==> config.mk <==
export PLATFORM = sky130hd
export DESIGN_NAME = bp_gshare_ras
export DESIGN_NICKNAME = d
export VERILOG_FILES = /design/src/rtl/bp_gshare_ras.sv
export SDC_FILE = /design/constraint.sdc
export NUM_CORES = 2
export LEC_CHECK = 0
export CAP_MARGIN = 20
export CORE_ASPECT_RATIO = 1.75
export CORE_UTILIZATION = 25
export DETAILED_ROUTE_END_ITERATION = 8
export GPL_TIMING_DRIVEN = 0
export RECOVER_POWER = 50
export SYNTH_ARGS = -nofsm -noshare
export SYNTH_HDL_FRONTEND = slang
export SYNTH_SLANG_ARGS = --single-unit
==> constraint.sdc <==
create_clock -name clock -period 6.5 [get_ports clock]
set_input_delay 0.65 -clock clock [delete_from_list [all_inputs] [get_ports clock]]
set_output_delay 0.65 -clock clock [all_outputs]
set_load 0.02 [all_outputs]
==> src/rtl/bp_gshare_ras.sv <==
// Gshare direction predictor with a direct-mapped BTB, a return-address stack and an ordered branch queue.
// Latency: the prediction is registered and appears one cycle after the lookup.
// Backpressure: if_ready drops while the OBQ is full, and cond lookups are then dropped; a mispredict discards the same-cycle lookup.
module bp_gshare_ras #(
    parameter int BH_SIZE   = 8,
    parameter int BTB_ROWS  = 32,
    parameter int TAG_SIZE  = 10,
    parameter int OBQ_DEPTH = 16,
    parameter int RAS_DEPTH = 8,
    localparam int IDX = $clog2(BTB_ROWS),
    localparam int QW  = $clog2(OBQ_DEPTH),
    localparam int RW  = $clog2(RAS_DEPTH)
) (
    input  logic          clock,
    input  logic          reset,
    input  logic          if_valid,
    input  logic [31:0]   if_pc,
    input  logic          if_is_cond,
    input  logic          if_is_jump,
    input  logic          if_is_call,
    input  logic          if_is_ret,
    output logic          if_ready,
    output logic          pred_valid,
    output logic          pred_taken,
    output logic [31:0]   pred_target,
    output logic [QW-1:0] pred_tag,
    input  logic          rt_valid,
    input  logic          rt_is_cond,
    input  logic          rt_is_call,
    input  logic          rt_is_ret,
    input  logic          rt_taken,
    input  logic          rt_mispredict,
    input  logic [31:0]   rt_pc,
    input  logic [31:0]   rt_target,
    input  logic [QW-1:0] rt_tag
);
    localparam logic [QW-1:0] Q_ONE   = 1;
    localparam logic [QW:0]   Q_FULL  = (QW+1)'(OBQ_DEPTH);
    localparam logic [RW-1:0] R_ONE   = 1;
    localparam logic [RW:0]   RC_ONE  = 1;
    localparam logic [RW:0]   RC_FULL = (RW+1)'(RAS_DEPTH);

    logic [1:0]          pht     [2**BH_SIZE];
    logic                btb_vld [BTB_ROWS];
    logic [TAG_SIZE-1:0] btb_tag [BTB_ROWS];
    logic [31:0]         btb_tgt [BTB_ROWS];
    logic [BH_SIZE-1:0]  obq     [OBQ_DEPTH];
    logic [31:0]         ras     [RAS_DEPTH];

    logic [BH_SIZE-1:0]  ghr, arch_ghr, gidx, rt_ghr_nxt;
    logic [QW-1:0]       head, tail;
    logic [QW:0]         count;
    logic [RW-1:0]       ras_ptr, rt_ras_ptr, rt_ras_ptr_nxt;
    logic [RW:0]         ras_cnt, rt_ras_cnt, rt_ras_cnt_nxt;

    logic [IDX-1:0]      lk_idx, rt_idx;
    logic [TAG_SIZE-1:0] lk_tag, rt_btag;
    logic [31:0]         pc_plus4, lk_target;
    logic                btb_hit, lk_taken, flush, accept;
    logic                do_alloc, do_push, do_pop, rt_cond, rt_pop;
    logic [1:0]          pht_cur, pht_nxt;
    logic                unused_sigs;

    assign flush    = rt_valid & rt_mispredict;
    assign if_ready = (count != Q_FULL);
    assign gidx     = if_pc[BH_SIZE+1:2] ^ ghr;
    assign lk_idx   = if_pc[IDX+1:2];
    assign lk_tag   = if_pc[TAG_SIZE+IDX+1:IDX+2];
    assign rt_idx   = rt_pc[IDX+1:2];
    assign rt_btag  = rt_pc[TAG_SIZE+IDX+1:IDX+2];
    assign btb_hit  = btb_vld[lk_idx] && (btb_tag[lk_idx] == lk_tag);
    assign pc_plus4 = if_pc + 32'd4;

    assign accept   = if_valid & ~flush & ~(if_is_cond & ~if_ready);
    assign do_alloc = accept & if_is_cond;
    assign do_push  = accept & if_is_call;
    assign do_pop   = accept & if_is_ret & (ras_cnt != '0);
    assign rt_cond  = rt_valid & rt_is_cond;
    assign rt_pop   = rt_cond & (count != '0);

    assign unused_sigs = ^{rt_tag, rt_pc[31:TAG_SIZE+IDX+2], rt_pc[1:0]};

    always_comb begin
        lk_taken  = 1'b0;
        lk_target = pc_plus4;
        if (if_is_cond) begin
            lk_taken = pht[gidx][1] & btb_hit;
            if (lk_taken) lk_target = btb_tgt[lk_idx];
        end else if (if_is_jump || if_is_call) begin
            lk_taken = btb_hit;
            if (btb_hit) lk_target = btb_tgt[lk_idx];
        end else if (if_is_ret && ras_cnt != '0) begin
            lk_taken  = 1'b1;
            lk_target = ras[ras_ptr - R_ONE];
        end
    end

    // Architectural (retire-side) copies that a mispredict restores from
    always_comb begin
        rt_ghr_nxt     = rt_cond ? {arch_ghr[BH_SIZE-2:0], rt_taken} : arch_ghr;
        rt_ras_ptr_nxt = rt_ras_ptr;
        rt_ras_cnt_nxt = rt_ras_cnt;
        if (rt_valid && rt_is_call) begin
            rt_ras_ptr_nxt = rt_ras_ptr + R_ONE;
            if (rt_ras_cnt != RC_FULL) rt_ras_cnt_nxt = rt_ras_cnt + RC_ONE;
        end else if (rt_valid && rt_is_ret && rt_ras_cnt != '0) begin
            rt_ras_ptr_nxt = rt_ras_ptr - R_ONE;
            rt_ras_cnt_nxt = rt_ras_cnt - RC_ONE;
        end
    end

    always_comb begin
        pht_cur = pht[obq[head]];
        pht_nxt = pht_cur;
        if (rt_taken && pht_cur != 2'b11)       pht_nxt = pht_cur + 2'b01;
        else if (!rt_taken && pht_cur != 2'b00) pht_nxt = pht_cur - 2'b01;
    end

    always_ff @(posedge clock or negedge reset) begin
        if (!reset) begin
            for (int i = 0; i < 2**BH_SIZE; i++) pht[i] <= 2'b01;
        end else if (rt_pop) begin
            pht[obq[head]] <= pht_nxt;
        end
    end

    always_ff @(posedge clock or negedge reset) begin
        if (!reset) begin
            for (int i = 0; i < BTB_ROWS; i++) btb_vld[i] <= 1'b0;
        end else if (rt_valid && rt_taken && !rt_is_ret) begin
            btb_vld[rt_idx] <= 1'b1;
        end
    end

    always_ff @(posedge clock) begin
        if (rt_valid && rt_taken && !rt_is_ret) begin
            btb_tag[rt_idx] <= rt_btag;
            btb_tgt[rt_idx] <= rt_target;
        end
        if (do_alloc) obq[tail]   <= gidx;
        if (do_push)  ras[ras_ptr] <= pc_plus4;
    end

    always_ff @(posedge clock or negedge reset) begin
        if (!reset) begin
            ghr         <= '0;
            arch_ghr    <= '0;
            head        <= '0;
            tail        <= '0;
            count       <= '0;
            ras_ptr     <= '0;
            ras_cnt     <= '0;
            rt_ras_ptr  <= '0;
            rt_ras_cnt  <= '0;
            pred_valid  <= 1'b0;
            pred_taken  <= 1'b0;
            pred_target <= '0;
            pred_tag    <= '0;
        end else begin
            arch_ghr   <= rt_ghr_nxt;
            rt_ras_ptr <= rt_ras_ptr_nxt;
            rt_ras_cnt <= rt_ras_cnt_nxt;
            pred_valid <= accept;
            if (accept) begin
                pred_taken  <= lk_taken;
                pred_target <= lk_target;
                pred_tag    <= do_alloc ? tail : '0;
            end
            if (flush) begin
                ghr     <= rt_ghr_nxt;
                head    <= '0;
                tail    <= '0;
                count   <= '0;
                ras_ptr <= rt_ras_ptr_nxt;
                ras_cnt <= rt_ras_cnt_nxt;
            end else begin
                if (do_alloc) begin
                    ghr  <= {ghr[BH_SIZE-2:0], lk_taken};
                    tail <= tail + Q_ONE;
                end
                if (rt_pop) head <= head + Q_ONE;
                count <= count + (QW+1)'(do_alloc) - (QW+1)'(rt_pop);
                if (do_push) begin
                    ras_ptr <= ras_ptr + R_ONE;
                    if (ras_cnt != RC_FULL) ras_cnt <= ras_cnt + RC_ONE;
                end else if (do_pop) begin
                    ras_ptr <= ras_ptr - R_ONE;
                    ras_cnt <= ras_cnt - RC_ONE;
                end
            end
        end
    end
endmodule

==> reports/results.txt <==
Post-synthesis cell type with the largest combined area: edfxtp_1. On the final layout, the worst clock skew is 148 ps. The count of clock tree sinks is 2353, and the per-cell routed wire length is 31.2 um.

The violation count after the first detailed-route iteration is 8452. The hold violation total from the final report is 0. The worst setup path is captured at a flip-flop.

The power density over cell area is 445 nW/um2. Yosys attributes the largest share of cell area to edfxtp_1, mux4_2, dfrtp_1. Counting along the longest clock path gives a buffer depth of 4. The layout overhead on the synthesized area works out to 19.6%. The mean instance size in the synthesized netlist works out to 14.2 um2. The worst stage delay on the critical path was 840 ps; the number of buffers created by CTS was 229. The H-tree was split into 4 levels.

In this run the core area contains 312 standard-cell rows. Clock tree synthesis selected as its root buffer the cell clkbuf_16. The number of nets in the synthesized netlist is 7399.

At the end of routability-driven placement, the weighted congestion stood at 1.02. The data arrival at the endpoint of the critical path was 7400 ps; the number of global-route vias before repair was 70700. The run gives 76 as the number of unique standard cell types used by synthesis. The critical-path cell with the highest stage delay was nor2_2.

Async set-reset flop share out of synthesis: 0.266. The die is 488 um wide. The slew at the pin closest to its max-slew limit was 2700 ps; the post-detailed-route count of antenna-violating nets was 0.

The clock-pin slew on the worst setup and hold paths was 70 ps; the maximum number of pins on one net before global-route repair was 110. The clock latency reported for the late side of the worst-skew pair is 970 ps, and the maximum clock rate is 151 MHz. The post-detailed-route via-to-cell ratio is 5.28. The number of synthesized flops with an enable pin is 1728, and the post-synthesis sequential area ratio is 0.656. The total routing resource utilization after global routing is 0.198. The minimum setup slack in the final design is -122 ps, and the cell count of the worst reg-to-reg path is 19. TritonCTS built the clock tree. The tools report the synthesized instance count as 7262. The logs give 8 for the number of detailed-routing iterations run before antenna repair and 412000 um2 for the core box area. Counting I/O delays and the setup requirement, the final critical path takes 6620 ps. The share of cells above drive strength 1 was 0.221; the max-capacitance violation count was 24. At the worst endpoint, the required time is 7270 ps. The final design instance area without fill was 124000 um2.

STA classifies the critical path startpoint as a flip-flop. In this run the worst hold path is classified as in -> reg. During I/O placement, the number of pins put on the boundary was 152. Cell type with the highest occurrence count on the critical path: buf_6.

The count of input and output buffers is 123. In this run the worst path has a maximum fanout of 10. The routed layout has 71700 vias. The checks that failed: max-capacitance violations, max-slew violations, negative setup slack.

The initial antenna violation count came out at 62. The run gives 0 as the detailed-route DRC error count. The signal on the critical path passes through buf_6, mux4_2, or2_1, clkbuf_4, a22o_1, buf_6, buf_6, buf_6, buf_4, buf_4, buf_2, nor2_4, nand2_1, nor2_2, buf_2, buf_1, buf_8, nand4_1, nand3_1. The commonest register cell after synthesis was edfxtp_1.

By startpoint and endpoint, the worst setup path is classified as reg -> reg. Setup violations remaining at the end of the flow were counted as 293. Across the VDD grid, the largest voltage drop is 0.532 mV. In the final design database the tool counted 7997 nets. The die is 853 um tall. Synthesis inferred 2353 register bits.

The post-detailed-placement half-perimeter wirelength was 304000 um. The area fraction of the dominant cell type after synthesis came out at 0.502. The flow ran to the end, but the final reports show violations. The tools report the number of pins exceeding their max-slew limit in the final report as 493.

The combined area of all synthesized cells was 103000 um2; the wire length reported by the detailed router was 424000 um. The first global-routing pass estimated 574000 um of wire. The tools report the final-layout fill cell count as 41400.

The logs give 416000 um2 for the die outline area and -0.801 for the worst slew margin relative to its limit. The worst hold path cell count is 1, and the leakage power is 41.3 nW. For the standard cell area after detailed placement, the log shows 115000 um2.

The final core utilization was 0.300; the starting density of the core was 0.251. The share of the clock period used by the worst path after layout was 1.02; the count of yosys warnings during synthesis was 0. The total overflow left after global routing is 0.
==> cells by family after synthesis <==
group,Yosys count,share of synthesized area
AND/OR/NAND/NOR,2049,0.0929
adder cells (fa/ha/maj),24,0.00305
XOR/XNOR,63,0.00533
multiplexers,824,0.134
AO/OA/AOI/OAI,1249,0.0793
flip-flops,2353,0.656
buffers and inverters,700,0.0292
==> synthesized netlist by cell type, drive strengths merged, types with 18 or more instances <==
master and n:
o221ai 70, clkbuf 329, xnor2 34, or3 214, nand2 989, and2 18
o22ai 84, mux2 95, mux4 441, mux2i 288, edfxtp 1728, o31ai 69
a22oi 65, dfrtp 369, a221oi 121, or2 38, xor2 29, inv 147
nor2b 37, o21ai 406, dfstp 256, nor3 22, a211oi 144, nand3 271
and3 19, nor2 179, a31oi 24, nand4 228, ha 22, buf 220
a21oi 186
==> layout by cell type, fill, tap and decap left out, drive strengths merged, types with 158 or more instances in the layout <==
cell type	Yosys	final
edfxtp	1728	1728
nand2	989	989
clkbuf	329	631
mux4	441	441
buf	220	436
o21ai	406	406
dfrtp	369	369
mux2i	288	288
nand3	271	271
dfstp	256	256
nand4	228	228
or3	214	214
a21oi	186	186
nor2	179	179
inv	147	158
==> power breakdown <==
part           switching (mW)  total, mW  internal, mW
sequential              0.887       18.5          17.6
combinational            16.1       22.5          6.41
clock                    6.14       13.9          7.81
==> metrics by stage <==
step | instances | power, mW | hold slack, ps | TNS, ps | setup WS (ps)
after floorplan | 7262 | 28.6 | 354 | 0 | 1230
after global placement | 12900 | 38.1 | 446 | - | -26000
after detailed placement | 13100 | 38.6 | 450 | -1507740 | -3900
after CTS | 13500 | 53.9 | 269 | 0 | 3.68
after global routing | 13500 | 55.9 | 372 | -105 | -11.5
final | 13600 | 55.0 | 392 | -12400 | -122
==> final timing paths <==
kind | slack, ps | start | to
worst min register to register | 460 | rt_ras_ptr[2]$_DFF_PN0_ | rt_ras_ptr[2]$_DFF_PN0_
worst min-delay path | 390 | rt_target[16] | btb_tgt[5][16]$_DFFE_PP_
worst max register to register | -120 | head[1]$_DFFE_PN0P_ | pht[68]$_DFFE_PN1P_
min in group asynchronous | 970 | reset | count[0]$_DFF_PN0_
worst max-delay path | -120 | head[1]$_DFFE_PN0P_ | pht[68]$_DFFE_PN1P_
max in group asynchronous | 850 | reset | pred_target[24]$_DFFE_PN0N_
==> routing by layer <==
metal,global-route usage,routed length [um]
met5,0,235
met4,0.172,44600
met3,0.0440,33400
met2,0.340,208000
met1,0.204,138000
==> area by class of cell <==
cell class / count / area [um2] / area share
antenna: 28 / 70.1 / 0.000567
buffer: 545 / 3100 / 0.0251
clock buffer: 276 / 5980 / 0.0483
clock inverter: 140 / 1640 / 0.0132
inverter: 151 / 567 / 0.00458
multi-input combinational: 4209 / 33000 / 0.267
sequential: 2353 / 67900 / 0.549
tap: 5495 / 6880 / 0.0556
timing repair buffer: 371 / 4630 / 0.0374
==> sequential cells by signal (all words and copies together), names as in the netlist, 5 cells and up <==
register	cells
obq	128
arch_ghr	8
ghr	8
count	5
ras	256
btb_tag	320
pht	512
btb_vld	32
btb_tgt	1024
pred_target	32
==> critical path, delay by kind of cell (launching register included) <==
family          cells  cell delay, ps
buf+inv            11            3410
compound gates      1             250
mux                 1             500
simple gates        6            1920
flops               1             360
==> timing repair <==
item | 4_1_cts | 5_1_grt
resized for setup | 227 | 114
setup buffers | 21 | 24
endpoints found under the hold margin | 34 | 0
setup endpoints to repair | 535 | 525
hold buffers | 1 | 0
pin swaps | 8 | 12
cloned | 1 | 0
Note: power is estimated with default switching activity, not from simulation.
